--- src/rtl/btn_pkg.sv ---
`default_nettype none
// ============================================================================
// Module   : btn_pkg
// Purpose  : Shared state encoding, button indices and counter sizing helper
// Revision : 1.0
// ============================================================================
package btn_pkg;

  typedef enum logic [1:0] {
    RELEASED  = 2'd0,
    HELD      = 2'd1,
    REPEATING = 2'd2
  } btn_state_e;

  localparam int BTN_R = 0;
  localparam int BTN_L = 1;
  localparam int BTN_D = 2;
  localparam int BTN_U = 3;
  localparam int BTN_C = 4;

  // Bits needed to hold 0..n-1, never less than one.
  function automatic int cnt_width(input int n);
    return (n <= 2) ? 1 : $clog2(n);
  endfunction

endpackage
`default_nettype wire

--- src/rtl/btn_chan.sv ---
`default_nettype none
// ============================================================================
// Module   : btn_chan
// Purpose  : One button: synchronizer, debounce, press/repeat FSM, sticky flag
// Revision : 1.0
// ============================================================================
module btn_chan
  import btn_pkg::*;
#(
  parameter int DEBOUNCE_CYCLES = 1000000,
  parameter int HOLD_CYCLES     = 50000000,
  parameter int REPEAT_CYCLES   = 15000000,
  parameter bit REPEAT_EN       = 1'b1
) (
  input  logic clk,
  input  logic rst_n,
  input  logic i_btn_raw,
  input  logic i_evt_ack,
  output logic o_level,
  output logic o_press,
  output logic o_repeat,
  output logic o_evt_pending
);

  localparam int c_dw = cnt_width(DEBOUNCE_CYCLES);
  localparam int c_hw = cnt_width((HOLD_CYCLES > REPEAT_CYCLES) ? HOLD_CYCLES : REPEAT_CYCLES);
  localparam logic [c_dw-1:0] c_db_last   = c_dw'(DEBOUNCE_CYCLES - 1);
  localparam logic [c_hw-1:0] c_hold_last = c_hw'(HOLD_CYCLES - 1);
  localparam logic [c_hw-1:0] c_rep_last  = c_hw'(REPEAT_CYCLES - 1);

  logic            r_sync1;
  logic            r_sync2;
  logic [c_dw-1:0] r_db_cnt;
  logic            r_level;
  btn_state_e      r_state;
  logic [c_hw-1:0] r_hold_cnt;
  logic            r_press;
  logic            r_repeat;
  logic            r_evt;

  logic            w_mismatch;
  logic            w_accept;
  btn_state_e      w_state_nxt;
  logic [c_hw-1:0] w_hold_nxt;
  logic            w_press_nxt;
  logic            w_repeat_nxt;

  assign w_mismatch = r_sync2 ^ r_level;
  assign w_accept   = w_mismatch && (r_db_cnt == c_db_last);

  always_ff @(posedge clk or negedge rst_n) begin
    if (!rst_n) begin
      r_sync1  <= 1'b0;
      r_sync2  <= 1'b0;
      r_db_cnt <= '0;
      r_level  <= 1'b0;
    end else begin
      r_sync1 <= i_btn_raw;
      r_sync2 <= r_sync1;
      // Any cycle of agreement restarts the stability window.
      if (!w_mismatch || w_accept) begin
        r_db_cnt <= '0;
      end else begin
        r_db_cnt <= r_db_cnt + c_dw'(1);
      end
      if (w_accept) begin
        r_level <= ~r_level;
      end
    end
  end

  // Transitions are judged on the same edge that flips the debounced level,
  // so btn_press lands in the first cycle btn_level reads 1.
  always_comb begin
    w_state_nxt  = r_state;
    w_hold_nxt   = r_hold_cnt;
    w_press_nxt  = 1'b0;
    w_repeat_nxt = 1'b0;
    case (r_state)
      RELEASED: begin
        w_hold_nxt = '0;
        if (w_accept && !r_level) begin
          w_state_nxt = HELD;
          w_press_nxt = 1'b1;
        end
      end
      HELD: begin
        if (w_accept && r_level) begin
          w_state_nxt = RELEASED;
          w_hold_nxt  = '0;
        end else if (REPEAT_EN && (r_hold_cnt == c_hold_last)) begin
          w_state_nxt  = REPEATING;
          w_hold_nxt   = '0;
          w_repeat_nxt = 1'b1;
        end else if (REPEAT_EN) begin
          w_hold_nxt = r_hold_cnt + c_hw'(1);
        end
      end
      REPEATING: begin
        if (w_accept && r_level) begin
          w_state_nxt = RELEASED;
          w_hold_nxt  = '0;
        end else if (r_hold_cnt == c_rep_last) begin
          w_hold_nxt   = '0;
          w_repeat_nxt = 1'b1;
        end else begin
          w_hold_nxt = r_hold_cnt + c_hw'(1);
        end
      end
      default: begin
        w_state_nxt = RELEASED;
        w_hold_nxt  = '0;
      end
    endcase
  end

  always_ff @(posedge clk or negedge rst_n) begin
    if (!rst_n) begin
      r_state    <= RELEASED;
      r_hold_cnt <= '0;
      r_press    <= 1'b0;
      r_repeat   <= 1'b0;
      r_evt      <= 1'b0;
    end else begin
      r_state    <= w_state_nxt;
      r_hold_cnt <= w_hold_nxt;
      r_press    <= w_press_nxt;
      r_repeat   <= w_repeat_nxt;
      if (r_press || r_repeat) begin
        r_evt <= 1'b1;
      end else if (i_evt_ack) begin
        r_evt <= 1'b0;
      end
    end
  end

  assign o_level       = r_level;
  assign o_press       = r_press;
  assign o_repeat      = r_repeat;
  assign o_evt_pending = r_evt;

endmodule
`default_nettype wire

--- src/rtl/btn_conditioner.sv ---
`default_nettype none
// ============================================================================
// Module   : btn_conditioner
// Purpose  : Five independent conditioned push-button channels {C,U,D,L,R}
// Revision : 1.0
// ============================================================================
module btn_conditioner
  import btn_pkg::*;
#(
  parameter int N_BTN           = 5,
  parameter int DEBOUNCE_CYCLES = 1000000,
  parameter int HOLD_CYCLES     = 50000000,
  parameter int REPEAT_CYCLES   = 15000000,
  parameter bit REPEAT_EN       = 1'b1
) (
  input  logic             clk,
  input  logic             rst_n,
  input  logic [N_BTN-1:0] btn_raw,
  output logic [N_BTN-1:0] btn_level,
  output logic [N_BTN-1:0] btn_press,
  output logic [N_BTN-1:0] btn_repeat,
  output logic [N_BTN-1:0] evt_pending,
  input  logic [N_BTN-1:0] evt_ack
);

  for (genvar gi = 0; gi < N_BTN; gi++) begin : g_chan
    btn_chan #(
      .DEBOUNCE_CYCLES (DEBOUNCE_CYCLES),
      .HOLD_CYCLES     (HOLD_CYCLES),
      .REPEAT_CYCLES   (REPEAT_CYCLES),
      .REPEAT_EN       (REPEAT_EN)
    ) u_chan (
      .clk           (clk),
      .rst_n         (rst_n),
      .i_btn_raw     (btn_raw[gi]),
      .i_evt_ack     (evt_ack[gi]),
      .o_level       (btn_level[gi]),
      .o_press       (btn_press[gi]),
      .o_repeat      (btn_repeat[gi]),
      .o_evt_pending (evt_pending[gi])
    );
  end

endmodule
`default_nettype wire

--- config.mk ---
export PLATFORM = sky130hd
export DESIGN_NAME = btn_conditioner
export DESIGN_NICKNAME = d
export VERILOG_FILES = /design/src/rtl/btn_pkg.sv /design/src/rtl/btn_chan.sv /design/src/rtl/btn_conditioner.sv
export SDC_FILE = /design/constraint.sdc
export NUM_CORES = 1
export LEC_CHECK = 0
export CAP_MARGIN = 20
export CORE_MARGIN = 2
export CORE_UTILIZATION = 65
export CTS_CLUSTER_DIAMETER = 60
export DETAILED_ROUTE_END_ITERATION = 7
export PLACE_DENSITY = 0.87
export SETUP_SLACK_MARGIN = 0.05
export SKIP_LAST_GASP = 1
export SLEW_MARGIN = 10
export SYNTH_ARGS = -nofsm -noshare
export SYNTH_HDL_FRONTEND = slang
export SYNTH_SLANG_ARGS = --single-unit
--- constraint.sdc ---
create_clock -name clk -period 4.8 [get_ports clk]
set_clock_uncertainty 0.15 [all_clocks]
set_input_delay 0.96 -clock clk [delete_from_list [all_inputs] [get_ports clk]]
set_output_delay 0.96 -clock clk [all_outputs]
set_load 0.1 [all_outputs]
==> impl_metrics.yaml <==
final_layout:
  fillerInstances: 1443
  final-seq-area_um2: 6760
  multi_input_area_um2: 6640
  syn_to_final_growth_pct: 10.5
  layout.nets: 1498
  antenna_cells: 0
  stdcell_count: 1753
  drive_above_1_share: 0.0528
cts:
  numCtsBuffers: 28
  clkLatencyLatePin_ns: 0.54
  cts_tree: "yes"
  cts_sinks: 270
  h-tree-depth: 1
  cts-resized-gates: 0
  cts-root-buf: "clkbuf_16"
  ctsHoldBuffers: 0
  clock_path_buffers: 3
  cts_setup_buffers: 0
  clkTransAtPathRegs_ns: 0.07
power_and_ir_drop:
  p_sw_uw: 984
  sw_frac_of_total: 0.208
  p_int_uw: 3750
  power_leakage_uw: 0.00610
  pwr_density_cell_nw_per_um2: 309
  power_frac_comb: 0.020
  clkPwrFrac: 0.493
  peakVddDrop_v: 0.000317
  pwr-share-seq: 0.487
grt:
  grt_pass1_vias: 10622
  grt_max_degree: 124
  grt.overflow.total: 0
  track_usage: 0.259
  grt_pass1_wl_um: 48900
  antenna_found_initial: 0
die:
  die_h_um: 150
  dieWidth_um: 150
  rows: 53
  initial_core_util: 0.662
  pin_count: 32
  coreArea_um2: 21000
  design.die.area_um2: 22500
synthesis:
  synthArstFlopShare: 1.00
  synth_edf_count: 0
  synth-seq-cells: 270
  synthCells: 1445
  synth_ff_type: "dfrtp_1"
  synth_area_um2: 13900
  synth.avg_cell_area_um2: 9.60
  yosysSeqAreaShare: 0.487
  syn-num-nets: 1486
  yosysWarnings: 0
  synth_cell_types: 64
timing:
  setup_violations: 0
  fin_crit_sh: 0.696
  max_freq_mhz: 299
  finalHoldViolCount: 0
  maxSlewViolCount: 0
  relSlewSlack: 0.310
  setup-tns-final_ns: 0
  tightest_slew_ns: 1.03
  period_minus_slack_ns: 3.34
  grt_setup_unrepaired: "false"
min_path:
  min_to: "g_chan[1].u_chan.r_sync2"
  min_path_cells: 0
  worstHoldStart: "g_chan[1].u_chan.r_sync1"
  hold_class: "flip-flop to flip-flop"
setup_path:
  r2r-start: "g_chan[0].u_chan.r_hold_cnt[10]"
  path_buf_inv: 1
  cp-start-kind: "flip-flop"
  crit_required_ns: 3.69
  rrSetupSlack_ns: 1.75
  cp_top_family: "buffers and inverters"
  crit_slowest_cell: "clkdlybuf4s50_1"
  critical_path_peak_fanout: 8
  worst-path-stages: 1
  r2r_end: "g_chan[0].u_chan.r_hold_cnt[12]"
  path_cells: "clkdlybuf4s50_1"
  cp_slowest_stage_delay_ns: 1.19
  crit_path_end_kind: "primary output"
  crit_type: "flip-flop to primary output"
  ff2ff_path_depth: 5
  arrival_ns: 2.23
drt:
  via_per_inst: 6.08
  drc: 0
  drt-total-wl_um: 28700
  final_antenna_net_count: 0
  avgRoutedWirePerCell_um: 16.4
  vias: 10652
  drt_iter0_markers: 674
  firstDrtPassIters: 5
placement:
  portBuffers: 31
  gp_congestion: 0.859
  placed_cells: 1700
  dp.final_hpwl_um: 18300
job:
  drv_cap: 0
outcome:
  status: "finished clean"
-- synth_stat cells (3+ instances only) --
| master | n | share of area |
|---|---|---|
| or3_1 | 8 | 0.0036 |
| nand2b_1 | 6 | 0.0027 |
| mux2_2 | 3 | 0.0024 |
| dfrtp_1 | 270 | 0.49 |
| a211oi_1 | 3 | 0.0016 |
| clkbuf_1 | 28 | 0.0076 |
| a21oi_1 | 15 | 0.0054 |
| and4_1 | 23 | 0.015 |
| xnor2_1 | 104 | 0.066 |
| buf_2 | 6 | 0.0022 |
| inv_1 | 45 | 0.012 |
| nor3_1 | 68 | 0.025 |
| nor2_1 | 250 | 0.068 |
| buf_4 | 20 | 0.011 |
| ha_1 | 29 | 0.026 |
| nor2b_1 | 6 | 0.0027 |
| a21o_1 | 3 | 0.0016 |
| nand2_1 | 89 | 0.024 |
| o41ai_1 | 4 | 0.0025 |
| nor3b_1 | 4 | 0.0022 |
| nand3_1 | 94 | 0.034 |
| a31o_2 | 3 | 0.0019 |
| a31oi_1 | 3 | 0.0014 |
| xor2_1 | 102 | 0.064 |
| or4b_2 | 4 | 0.0029 |
| o21ai_0 | 15 | 0.0054 |
| and4b_1 | 3 | 0.0022 |
| nor4bb_1 | 3 | 0.0022 |
| and3_1 | 44 | 0.020 |
| nor4b_1 | 8 | 0.0051 |
| o31ai_1 | 4 | 0.0022 |
| nand4b_1 | 10 | 0.0063 |
| and2_1 | 12 | 0.0054 |
| or4_1 | 12 | 0.0065 |
| nor4_1 | 41 | 0.018 |
| nand4_1 | 64 | 0.029 |
-- state kept, by name, summed over array words and instances (netlist names) --
| register | cells |
|---|---|
| g_chan.u_chan.r_hold_cnt | 130 |
| g_chan.u_chan.o_evt_pending | 5 |
| g_chan.u_chan.r_sync2 | 5 |
| g_chan.u_chan.r_db_cnt | 100 |
| g_chan.u_chan.o_repeat | 5 |
| g_chan.u_chan.o_level | 5 |
| g_chan.u_chan.r_sync1 | 5 |
| g_chan.u_chan.r_state | 10 |
| g_chan.u_chan.o_press | 5 |
-- placed cells by master, fill, tap and decap left out, drive strengths merged, types with 44 or more instances in the layout --
cell / Yosys / layout
and3: 44 / 44
nor3: 68 / 68
nor2: 250 / 250
dfrtp: 270 / 270
nand3: 94 / 94
nand2: 89 / 89
xnor2: 104 / 104
inv: 45 / 45
nand4: 64 / 64
xor2: 102 / 102
-- worst register-to-register path, stage by stage (launching register included) --
cell and delay (ns):
dfrtp_1 0.41, or4_1 0.54, or4_4 0.52, o41a_1 0.52, o211ai_4 0.61, nor2_1 0.14
-- worst max path at each step --
stage | slack [ns] | from | end
after global routing | 1.39 | g_chan[2].u_chan.o_level | btn_level[2]
after floorplan | 2.17 | g_chan[0].u_chan.r_hold_cnt[10] | g_chan[0].u_chan.r_hold_cnt[10]
final | 1.46 | g_chan[2].u_chan.o_level | btn_level[2]
after global placement | 1.74 | g_chan[4].u_chan.r_db_cnt[8] | g_chan[4].u_chan.r_hold_cnt[13]
after CTS | 1.44 | g_chan[2].u_chan.o_level | btn_level[2]
after detailed placement | 1.61 | g_chan[4].u_chan.r_db_cnt[8] | g_chan[4].u_chan.r_hold_cnt[2]
-- per-stage QoR --
stage,hold slack [ns],instance area [um^2],setup slack (ns),util,total power (uW)
after global routing,0.208,15300,1.39,0.731,4890
after floorplan,0.181,13900,2.17,-,2370
after detailed placement,0.186,14300,1.61,0.682,2440
after global placement,0.183,14300,1.74,0.682,2440
after CTS,0.200,15300,1.44,0.730,4770
final,0.199,15300,1.46,0.731,4740
-- logic make-up (layout without fill, tap and decap cells) --
logic type / Yosys count / in the layout / share of synthesized area
buffers and inverters: 101 / 134 / 0.0344
xor gates and xnor gates: 206 / 206 / 0.130
and+or+nand+nor: 760 / 760 / 0.280
DFF: 270 / 270 / 0.487
AOI/OAI and AO/OA: 76 / 76 / 0.0394
muxes: 3 / 3 / 0.00244
adders and majority gates: 29 / 29 / 0.0262
-- cell type report --
class                      count  share of cell area
sequential                   270               0.441
clock inverter                13              0.0114
tap                          275              0.0224
inverter                      45              0.0110
clock buffer                  38              0.0548
timing repair buffer          38              0.0264
multi-input combinational   1074               0.433
-- power by group through the flow --
stage,combinational [uW],clock (uW),sequential (uW)
floorplan,30.2,0,2340
global placement,93.7,0,2350
detailed placement,95.9,0,2350
CTS,97.4,2360,2300
global route,110,2470,2310
finish,93.7,2340,2310
-- metal layers --
layer	share of wire	GRT usage	up-vias	wire length [um]
li1	-	-	5051	-
met1	0.42	0.340	5263	12200
met2	0.51	0.459	287	14700
met3	0.043	0.0348	51	1230
met4	0.019	0.0613	0	546
met5	0	0	-	0
Power figures use the tool's default switching activity.
